**src/rtl/seg_bank_scanner_if.sv**
```systemverilog
// Bundle for seg_bank_scanner: capture inputs and bank select from the display
// side, plus the scanned 8-digit outputs.
`timescale 1ns/1ps
interface seg_bank_scanner_if;
  logic [63:0] seg_bus;
  logic [3:0]  sl_in;
  logic        freeze;
  logic [1:0]  bank_sel;
  logic [7:0]  seg_out;
  logic [7:0]  an_n;
  logic [1:0]  shown_bank;
  logic        frame_start;
  logic [3:0]  bank_valid;

  modport master (
    output seg_bus, sl_in, freeze, bank_sel,
    input  seg_out, an_n, shown_bank, frame_start, bank_valid
  );

  modport slave (
    input  seg_bus, sl_in, freeze, bank_sel,
    output seg_out, an_n, shown_bank, frame_start, bank_valid
  );
endinterface

```
**src/rtl/seg_bank_scanner.sv**
```systemverilog
// Captures four rotating 7-segment banks and scans one selected bank onto an
// 8-digit multiplexed display. Optional LEADING_ZERO_BLANK_EN blanks leading '0's.
`timescale 1ns/1ps
module seg_bank_scanner #(
  parameter int ON_CYC    = 1,
  parameter int BLANK_CYC = 0
) (
  input  logic                clk_300Hz,
  input  logic                rst_n,
  seg_bank_scanner_if.slave   bus
);

  typedef enum logic [1:0] {LATCH, BLANK, ON} state_t;

  localparam int MAX_CYC = (ON_CYC > BLANK_CYC) ? ON_CYC : BLANK_CYC;
  localparam int CW      = (MAX_CYC > 1) ? $clog2(MAX_CYC) : 1;
  localparam logic [CW-1:0] ON_LAST    = CW'(ON_CYC - 1);
  localparam logic [CW-1:0] BLANK_LAST = CW'((BLANK_CYC > 0) ? BLANK_CYC - 1 : 0);
  localparam bit HAS_BLANK = (BLANK_CYC > 0);

  state_t          state, nxt_state;
  logic [2:0]      digit, nxt_digit;
  logic [CW-1:0]   phase, nxt_phase;
  logic            enter_on;

  logic [63:0]     bank_buf [4];
  logic [3:0]      valid_q;
  logic            cap_en;
  logic [1:0]      cap_idx;

  logic [1:0]      nxt_bank;
  logic [63:0]     cur_word;
  logic [7:0]      cur_pat;

  logic [7:0]      seg_q, an_q;
  logic [1:0]      shown_q;
  logic            fs_q;

  always_comb begin
    cap_en  = 1'b0;
    cap_idx = 2'd0;
    if (!bus.freeze) begin
      case (bus.sl_in)
        4'b1000: begin cap_en = 1'b1; cap_idx = 2'd0; end
        4'b0100: begin cap_en = 1'b1; cap_idx = 2'd1; end
        4'b0010: begin cap_en = 1'b1; cap_idx = 2'd2; end
        4'b0001: begin cap_en = 1'b1; cap_idx = 2'd3; end
        default: ;
      endcase
    end
  end

  always_ff @(posedge clk_300Hz or negedge rst_n) begin
    if (!rst_n) begin
      for (int i = 0; i < 4; i++) bank_buf[i] <= 64'h0;
      valid_q <= 4'b0000;
    end else if (cap_en) begin
      bank_buf[cap_idx] <= bus.seg_bus;
      valid_q[cap_idx]  <= 1'b1;
    end
  end

  always_ff @(posedge clk_300Hz or negedge rst_n) begin
    if (!rst_n) begin
      state <= LATCH;
      digit <= 3'd0;
      phase <= '0;
    end else begin
      state <= nxt_state;
      digit <= nxt_digit;
      phase <= nxt_phase;
    end
  end

  // enter_on marks the cycle a digit is first lit, so its pattern is sampled once per digit
  always_comb begin
    nxt_state = state;
    nxt_digit = digit;
    nxt_phase = phase;
    enter_on  = 1'b0;
    unique case (state)
      LATCH: begin
        nxt_phase = '0;
        if (HAS_BLANK) begin
          nxt_state = BLANK;
        end else begin
          nxt_state = ON;
          enter_on  = 1'b1;
        end
      end
      BLANK: begin
        if (phase == BLANK_LAST) begin
          nxt_phase = '0;
          nxt_state = ON;
          enter_on  = 1'b1;
        end else begin
          nxt_phase = phase + 1'b1;
        end
      end
      ON: begin
        if (phase == ON_LAST) begin
          nxt_phase = '0;
          if (digit == 3'd7) begin
            nxt_digit = 3'd0;
            nxt_state = LATCH;
          end else begin
            nxt_digit = digit + 3'd1;
            if (HAS_BLANK) begin
              nxt_state = BLANK;
            end else begin
              nxt_state = ON;
              enter_on  = 1'b1;
            end
          end
        end else begin
          nxt_phase = phase + 1'b1;
        end
      end
      default: nxt_state = LATCH;
    endcase
  end

  always_comb begin
    nxt_bank = (state == LATCH) ? bus.bank_sel : shown_q;
    cur_word = valid_q[nxt_bank] ? bank_buf[nxt_bank] : 64'h0;
    cur_pat  = cur_word[{nxt_digit, 3'b000} +: 8];
`ifdef LEADING_ZERO_BLANK_EN
    begin : lz_blank
      logic lz_run;
      lz_run = 1'b1;
      for (int i = 0; i < 4; i++) begin
        if ((2'(i) <= nxt_digit[1:0]) &&
            (cur_word[{nxt_digit[2], 2'(i), 3'b000} +: 8] != 8'hFC))
          lz_run = 1'b0;
      end
      if ((nxt_digit[1:0] != 2'd3) && lz_run) cur_pat = 8'h00;
    end
`endif
  end

  always_ff @(posedge clk_300Hz or negedge rst_n) begin
    if (!rst_n) begin
      seg_q   <= 8'h00;
      an_q    <= 8'hFF;
      shown_q <= 2'd0;
      fs_q    <= 1'b0;
    end else begin
      fs_q    <= (state == LATCH);
      shown_q <= nxt_bank;
      an_q    <= (nxt_state == ON) ? ~(8'h01 << nxt_digit) : 8'hFF;
      if (nxt_state != ON)
        seg_q <= 8'h00;
      else if (enter_on)
        seg_q <= cur_pat;
    end
  end

  assign bus.seg_out     = seg_q;
  assign bus.an_n        = an_q;
  assign bus.shown_bank  = shown_q;
  assign bus.frame_start = fs_q;
  assign bus.bank_valid  = valid_q;

endmodule
```
**src/flat_wrapper.sv**
```systemverilog
// flat-port wrapper written by rule: the top's interface ports become plain ports
module seg_bank_scanner_flat 
#(
  parameter int ON_CYC    = 1,
  parameter int BLANK_CYC = 0
)
  (clk_300Hz, rst_n, bus_seg_bus, bus_sl_in, bus_freeze, bus_bank_sel, bus_seg_out, bus_an_n, bus_shown_bank, bus_frame_start, bus_bank_valid);
  seg_bank_scanner_if bus_i ();
  input  logic clk_300Hz;
  input  logic rst_n;
  input wire logic [$bits(bus_i.seg_bus)-1:0] bus_seg_bus;
  input wire logic [$bits(bus_i.sl_in)-1:0] bus_sl_in;
  input wire logic [$bits(bus_i.freeze)-1:0] bus_freeze;
  input wire logic [$bits(bus_i.bank_sel)-1:0] bus_bank_sel;
  output wire logic [$bits(bus_i.seg_out)-1:0] bus_seg_out;
  output wire logic [$bits(bus_i.an_n)-1:0] bus_an_n;
  output wire logic [$bits(bus_i.shown_bank)-1:0] bus_shown_bank;
  output wire logic [$bits(bus_i.frame_start)-1:0] bus_frame_start;
  output wire logic [$bits(bus_i.bank_valid)-1:0] bus_bank_valid;
  assign bus_i.seg_bus = bus_seg_bus;
  assign bus_i.sl_in = bus_sl_in;
  assign bus_i.freeze = bus_freeze;
  assign bus_i.bank_sel = bus_bank_sel;
  assign bus_seg_out = bus_i.seg_out;
  assign bus_an_n = bus_i.an_n;
  assign bus_shown_bank = bus_i.shown_bank;
  assign bus_frame_start = bus_i.frame_start;
  assign bus_bank_valid = bus_i.bank_valid;
  seg_bank_scanner #(.ON_CYC(ON_CYC), .BLANK_CYC(BLANK_CYC)) u_core (.clk_300Hz(clk_300Hz), .rst_n(rst_n), .bus(bus_i));
endmodule
```
**config.mk**
```make
export PLATFORM = sky130hd
export DESIGN_NAME = seg_bank_scanner_flat
export DESIGN_NICKNAME = d
export VERILOG_FILES = /design/src/rtl/seg_bank_scanner_if.sv /design/src/rtl/seg_bank_scanner.sv /design/src/flat_wrapper.sv
export SDC_FILE = /design/constraint.sdc
export NUM_CORES = 1
export LEC_CHECK = 0
export BUFFER_PORTS_ARGS = -buffer_cell sky130_fd_sc_hd__buf_2
export CORE_MARGIN = 1.5
export CORE_UTILIZATION = 65
export DETAILED_ROUTE_END_ITERATION = 6
export GPL_TIMING_DRIVEN = 0
export PLACE_DENSITY = 0.84
export SYNTH_ARGS = -nofsm -noshare
export SYNTH_HDL_FRONTEND = slang
export SYNTH_SLANG_ARGS = --single-unit
```
**constraint.sdc**
```tcl
create_clock -name clk_300Hz -period 4.27 [get_ports clk_300Hz]
set_clock_uncertainty 0.15 [all_clocks]
set_input_delay 0.2135 -clock clk_300Hz [delete_from_list [all_inputs] [get_ports clk_300Hz]]
set_output_delay 0.2135 -clock clk_300Hz [all_outputs]
set_load 0.02 [all_outputs]
```
# Yosys cells after proc, flatten, opt, wreduce, memory -nomap -nowiden

Index checks and enable logic that the tools add are counted.

Bits in registers: 285
Input port bits: 73
Logic and storage cells: 74

Add/subtract/negate cells: 2
$lt $le $gt $ge: 6
Equality and inequality tests: 9
Shift operators: 2
Muxes and demuxes: 32
Bitwise gates (word level): 4
Reduce and logical (&&, ||, !) cells: 7

Operators with widths:

| operator                                                   | count |
|---|---|
| bitwise mux 256 bit                                        | 1 |
| two-way mux 64 bit                                         | 4 |
| binary-select mux 64 bit (select 2 bit)                    | 1 |
| demux 64 bit (select 2 bit)                                | 1 |
| variable part select 64 x 7 -> 8 bit                       | 1 |
| two-way mux 8 bit                                          | 3 |
| one-hot mux 2 bit (3 select lines)                         | 2 |
| two-way mux 2 bit                                          | 5 |
| two-way mux 3 bit                                          | 3 |
| two-way mux 1 bit                                          | 8 |
| NOT 8 bit                                                  | 1 |
| left shift 1 x 3 -> 8 bit, first input constant            | 1 |
| >= comparator 3 bit, second input constant                 | 2 |
| less-than comparator 2 x 3 -> 1 bit, second input constant | 2 |
| NOT 2 -> 3 bit                                             | 2 |
| equality test 2 bit, second input constant                 | 2 |
| equality test 4 x 1 -> 1 bit, second input constant        | 1 |
| equality test 4 x 2 -> 1 bit, second input constant        | 1 |
| equality test 4 x 3 -> 1 bit, second input constant        | 1 |
| equality test 4 bit, second input constant                 | 1 |
| OR 4 bit                                                   | 1 |
| nonzero test 2 bit                                         | 2 |
| OR reduction 4 bit                                         | 1 |
| adder 3 x 1 -> 3 bit, second input constant                | 1 |
| 13 further kinds                                           | 14 |

# Logic depth before layout (Yosys ltp)

Depth after elaboration: 10
Gate-level depth with buffers: 9
Gate-level depth less buffers: 8

# Worst setup path after synthesis

OpenSTA, ideal clock, no wires.

Kind: register to register
Start point: reg u_core.digit[0]
End point: reg u_core.seg_q[5] (netlist: u_core.bus.seg_out[5])
Arrival: 2.049 ns
Slack: 1.934 ns
Stages on the path, launching flop included: 8
Path buffers: 0
Path through: dfrtp_1 -> ha_1 -> ha_1 -> inv_1 -> a32oi_1 -> nand2_1 -> a32oi_1 -> a221oi_1

Word-level cells in the longest chain between the ends: 7
Elaborated cells on any way between the ends: 16

RTL lines:

| item                                                        | line                                             | source |
|---|---|---|
| from (decl)                                                 | seg_bank_scanner.sv:22                           | `logic [2:0] digit, nxt_digit;` |
| from (signal assigned)                                      | seg_bank_scanner.sv:70                           | `digit <= nxt_digit;` |
| adder 3 x 1 -> 3 bit or equality test 3 bit (tied branches) | seg_bank_scanner.sv:107, seg_bank_scanner.sv:103 |  |
| two-way mux 3 bit                                           | seg_bank_scanner.sv:103                          | `if (digit == 3'd7) begin` |
| two-way mux 3 bit                                           | seg_bank_scanner.sv:101                          | `if (phase == ON_LAST) begin` |
| two-way mux 3 bit                                           | seg_bank_scanner.sv:81                           | `unique case (state)` |
| variable part select 64 x 7 -> 8 bit                        | seg_bank_scanner.sv:126                          | `cur_pat = cur_word[{nxt_digit, 3'b000} +: 8];` |
| two-way mux 8 bit                                           | seg_bank_scanner.sv:153                          | `else if (enter_on)` |
| two-way mux 8 bit                                           | seg_bank_scanner.sv:151                          | `if (nxt_state != ON)` |
| to (signal assigned)                                        | seg_bank_scanner.sv:154                          | `seg_q <= cur_pat;` |
| to (decl)                                                   | seg_bank_scanner.sv:35                           | `logic [7:0] seg_q, an_q;` |

Several ways; a longest one is shown, not always the timed one. The select of a mux whose other input is x is not followed.
A chain may end at the register's enable or synchronous reset.

# Final worst setup path

Start point: reg u_core.digit[0]
End point: reg u_core.seg_q[3] (netlist: u_core.bus.seg_out[3])

The elaborated chain is that of the path after synthesis.

==> run summary <==
The flow ran to the end, and the final reports show no timing, DRC or antenna violations. Yosys mapped a number of flops with a built-in enable equal to 0. Once layout is done, the placed cells without fillers occupy 0.0160 sq mm. The clock passes through at most 3 buffers. At the worst endpoint, the arrival time is 3.73 ns. The number of failing hold endpoints at the final stage was 0; the number of remaining DRC errors was 0. For this design the static power due to leakage is 7.02 nW. Among all flip-flop cells after synthesis, the most frequent one is sky130_fd_sc_hd__dfrtp_1. Of the synthesized area, sequential elements account for 52.4%. For the pin with the worst max-slew slack, the measured transition is 1.01 ns. The maximum net fanout on the critical path was 9.

Leaving out fill and tap cells, the most frequent cells in the layout are 275 x sky130_fd_sc_hd__dfrtp_1, 256 x sky130_fd_sc_hd__mux2_2, 119 x sky130_fd_sc_hd__buf_2, 91 x sky130_fd_sc_hd__nand2_1, 76 x sky130_fd_sc_hd__a21oi_1. Timing would allow up to 285 MHz. The tools report the wire length of the first global-routing pass as 59300 um. The fraction of synthesized cell area taken by the top area cell type works out to 50.9%. The worst hold path belongs to the class in -> async.

The synthesis-to-layout area growth is 18.6%, and the average wire length per cell after detail routing is 23.0 um. Across the run, the number of max-cap violations was 0. The logs give 35.0% for the overall track demand over capacity in global routing and 1140 for the number of standard cells after synthesis.

After layout, the worst path uses 82.2% of the clock period. Library cell with the largest summed area after synthesis: sky130_fd_sc_hd__dfrtp_1. The number of buffers added on ports is 94. On the final layout, the worst hold slack is 0.0805 ns. The endpoint kind of the worst setup timing path is a register.

Gates resized during post-CTS repair numbered 0. Cell count of the worst reg-to-reg path: 7. After clock tree synthesis, the clock-pin slew on the worst setup and hold paths is 0.06 ns. Total wire length: 37300 um.

Setup repair after global routing left no endpoint under its margin. Counting the buffers created by CTS gives 29. The tree built by TritonCTS fans out to 283 sinks. The top-level I/O count is 96. TritonCTS built the clock tree.

When the netlist entered floorplanning its net count stood at 1216. The detail route stage leaves a number of antenna-violating nets equal to 0. The chip width was 147 um. For this run the aggregate overflow at the end of global routing stands at 0. The initial utilization of the core area, before any placement, comes to 66.6%. The logs give 24500 um for the HPWL after detailed placement and 11000 for the number of global-route vias before repair. Critical path launch point type: a register. The worst register-to-register path begins at u_core.digit[0].

For flop-to-flop paths, the worst setup slack is 0.76 ns. Synthesis inferred 283 register bits. The tools report the cell area after technology mapping as 0.0135 sq mm.

For the net count reported at finish, the log shows 1409. The worst setup path is of the reg -> reg kind. Setup violations remaining at the end of the flow were counted as 0. The number of cell rows came out at 52.

The initial antenna violation count is 0. The signal on the critical path passes through ha_1 > ha_1 > inv_1 > a32oi_1 > nand2_1 > a32oi_1 > a221oi_1. The kind of cell with the highest combined delay along the critical path is compound AO/OA/AOI/OAI gates.

The run gives 0 as the number of warnings reported in the yosys synthesis log. Maximum number of pins on one net before global-route repair: 124. Cells with a size suffix above 1 make up 34.8% of the layout. The logs give 5 for the first-pass iteration count of the detailed router and 0 for the number of pins with negative max-slew slack in the final report.

The longest individual stage delay on the worst path is 0.84 ns. The sum of buffers and inverters on the critical path is 1. The worst pin sits at a relative slew slack of 32.6%. The area after detailed placement came out at 0.0144 sq mm. The clock root buffer master is sky130_fd_sc_hd__clkbuf_16. The count of H-tree levels built during CTS came out at 1.

The shortest period the worst path allows is 3.51 ns. The clock reaches the later pin of the worst-skew pair after 0.57 ns. The endpoint identified for the worst register-to-register timing path is u_core.bus.seg_out[3].

Synthesized area divided by synthesized cell count: 11.9 sq um. Of all flip-flops after synthesis, the portion carrying an async set or reset was 100%. Sorting the synthesized cells by area gives the leading types as sky130_fd_sc_hd__dfrtp_1 51%, sky130_fd_sc_hd__mux2_2 21%, sky130_fd_sc_hd__a21oi_1 2.8%. The violation count after the first detailed-routing iteration is 1174, and the die height is 147 um. The logs give 58 for the distinct cell type count of the synthesized netlist and 0.879 for the weighted congestion reported at the end of routability-driven placement.

The repair_antennas step left the layout with diodes totalling 0. Across all layers, the routed design uses 10600 vias. In this run the power density over the cells is 464 mW/mm^2. The worst-case IR drop observed on VDD is 401 uV. The run gives 0.0217 sq mm as the die area.

Leaving out fill and tap cells, the most frequent cell in the layout is sky130_fd_sc_hd__dfrtp_1. The run gives 0.0203 sq mm as the area of the placeable core. Using the TritonRoute via totals, the vias-per-cell ratio works out to 6.52. For this design, the slowest cell found on the critical path is sky130_fd_sc_hd__a32oi_1. The worst path required time is 4.49 ns. After routing, the total negative slack on setup checks comes to 0 ns.
## worst reg2reg max path, cell delays in order, from the launching register on
cell	delay [ns]
sky130_fd_sc_hd__dfrtp_1	0.54
sky130_fd_sc_hd__ha_1	0.24
sky130_fd_sc_hd__ha_1	0.28
sky130_fd_sc_hd__inv_1	0.13
sky130_fd_sc_hd__a32oi_1	0.84
sky130_fd_sc_hd__nand2_1	0.43
sky130_fd_sc_hd__a32oi_1	0.49
sky130_fd_sc_hd__a221oi_1	0.22
## cells in the mapped netlist (5+ instances only)
| master | count |
|---|---|
| sky130_fd_sc_hd__a31oi_1 | 16 |
| sky130_fd_sc_hd__and2b_1 | 9 |
| sky130_fd_sc_hd__dfrtp_1 | 275 |
| sky130_fd_sc_hd__mux2_2 | 256 |
| sky130_fd_sc_hd__buf_2 | 26 |
| sky130_fd_sc_hd__buf_6 | 7 |
| sky130_fd_sc_hd__o31ai_1 | 7 |
| sky130_fd_sc_hd__a22oi_1 | 15 |
| sky130_fd_sc_hd__nand3_1 | 26 |
| sky130_fd_sc_hd__inv_1 | 18 |
| sky130_fd_sc_hd__nand2b_1 | 5 |
| sky130_fd_sc_hd__clkbuf_1 | 43 |
| sky130_fd_sc_hd__nand2_1 | 91 |
| sky130_fd_sc_hd__a211oi_1 | 32 |
| sky130_fd_sc_hd__mux4_2 | 6 |
| sky130_fd_sc_hd__dfstp_2 | 8 |
| sky130_fd_sc_hd__nor3_1 | 17 |
| sky130_fd_sc_hd__o21ai_0 | 50 |
| sky130_fd_sc_hd__nor2b_1 | 12 |
| sky130_fd_sc_hd__o211ai_1 | 23 |
| sky130_fd_sc_hd__a221oi_1 | 7 |
| sky130_fd_sc_hd__o21ai_1 | 11 |
| sky130_fd_sc_hd__a32oi_1 | 8 |
| sky130_fd_sc_hd__a21oi_1 | 76 |
| sky130_fd_sc_hd__nor2_1 | 32 |
| sky130_fd_sc_hd__o22ai_1 | 17 |
## cells by family (layout without fill, tap and decap cells)
family	Yosys count	count (layout)	share of synthesized area [%]
flip-flops	283	283	52.4
AO/OA/AOI/OAI	276	276	13.2
adder cells (fa/ha/maj)	3	3	0.278
AND/OR/NAND/NOR	203	203	6.98
multiplexers	268	268	23.3
buffers and inverters	107	323	3.80
## per-layer routing
metal	track usage (%)	vias up	share of wire (%)
met3	6.77	135	7.9
met4	15.3	0	4.8
met1	45.1	5356	39
met2	58.2	547	49
li1	-	4561	-
met5	0	-	0
## sequential cells by signal, indices dropped and copies added, names as in the netlist
| name | count |
|---|---|
| u_core.bank_buf | 256 |
| u_core.bus.an_n | 8 |
| u_core.bus.bank_valid | 4 |
| u_core.bus.frame_start | 1 |
| u_core.bus.seg_out | 8 |
| u_core.bus.shown_bank | 2 |
| u_core.digit | 3 |
| u_core.state | 1 |
## power breakdown
part | leakage [nW] | switching [W] | internal, W
clock network | 0.487 | 0.00107 | 0.00149
registers | 3.44 | 0.000340 | 0.00327
logic | 3.09 | 0.000585 | 0.000695
total | 7.02 | 0.00199 | 0.00545
## cell type report
cell class,count,area (sq um)
multi-input cells,750,5920
inverters,22,82.6
repair buffers,162,1210
well taps,270,338
clock buffers,44,882
flip-flops and latches,283,7090
clock inverters,10,92.6
plain buffers,85,432
fillers,1211,4260
## per-stage QoR
step | setup WS [ns] | power (W) | utilization, % | instances
final | 0.762 | 0.00744 | 79.0 | 1626
after global routing | 0.729 | 0.00773 | 79.0 | 1626
after CTS | 0.887 | 0.00742 | 79.0 | 1626
after detailed placement | 0.909 | 0.00483 | 70.9 | 1506
after global placement | -2.22 | 0.00472 | 70.6 | 1504
after floorplan | 1.93 | 0.00440 | - | 1140
## how the worst max path moves through the flow
| stage | startpoint | slack [ns] | depth (start not counted) | endpoint |
|---|---|---|---|---|
| after floorplan | u_core.digit[0] | 1.93 | 7 | u_core.bus.seg_out[5] |
| after global placement | rst_n | -2.22 | 1 | u_core.bank_buf[136] |
| after detailed placement | u_core.digit[0] | 0.91 | 7 | u_core.bus.seg_out[3] |
| after CTS | u_core.digit[0] | 0.89 | 7 | u_core.bus.seg_out[3] |
| after global routing | u_core.digit[0] | 0.73 | 7 | u_core.bus.seg_out[3] |
| final | u_core.digit[0] | 0.76 | 7 | u_core.bus.seg_out[3] |
## repair_timing
| item | CTS | global route |
|---|---|---|
| hold endpoints to repair | 531 | 0 |
| hold buffers | 66 | 0 |
| setup buffers | 0 | 0 |
Power figures use the tool's default switching activity.
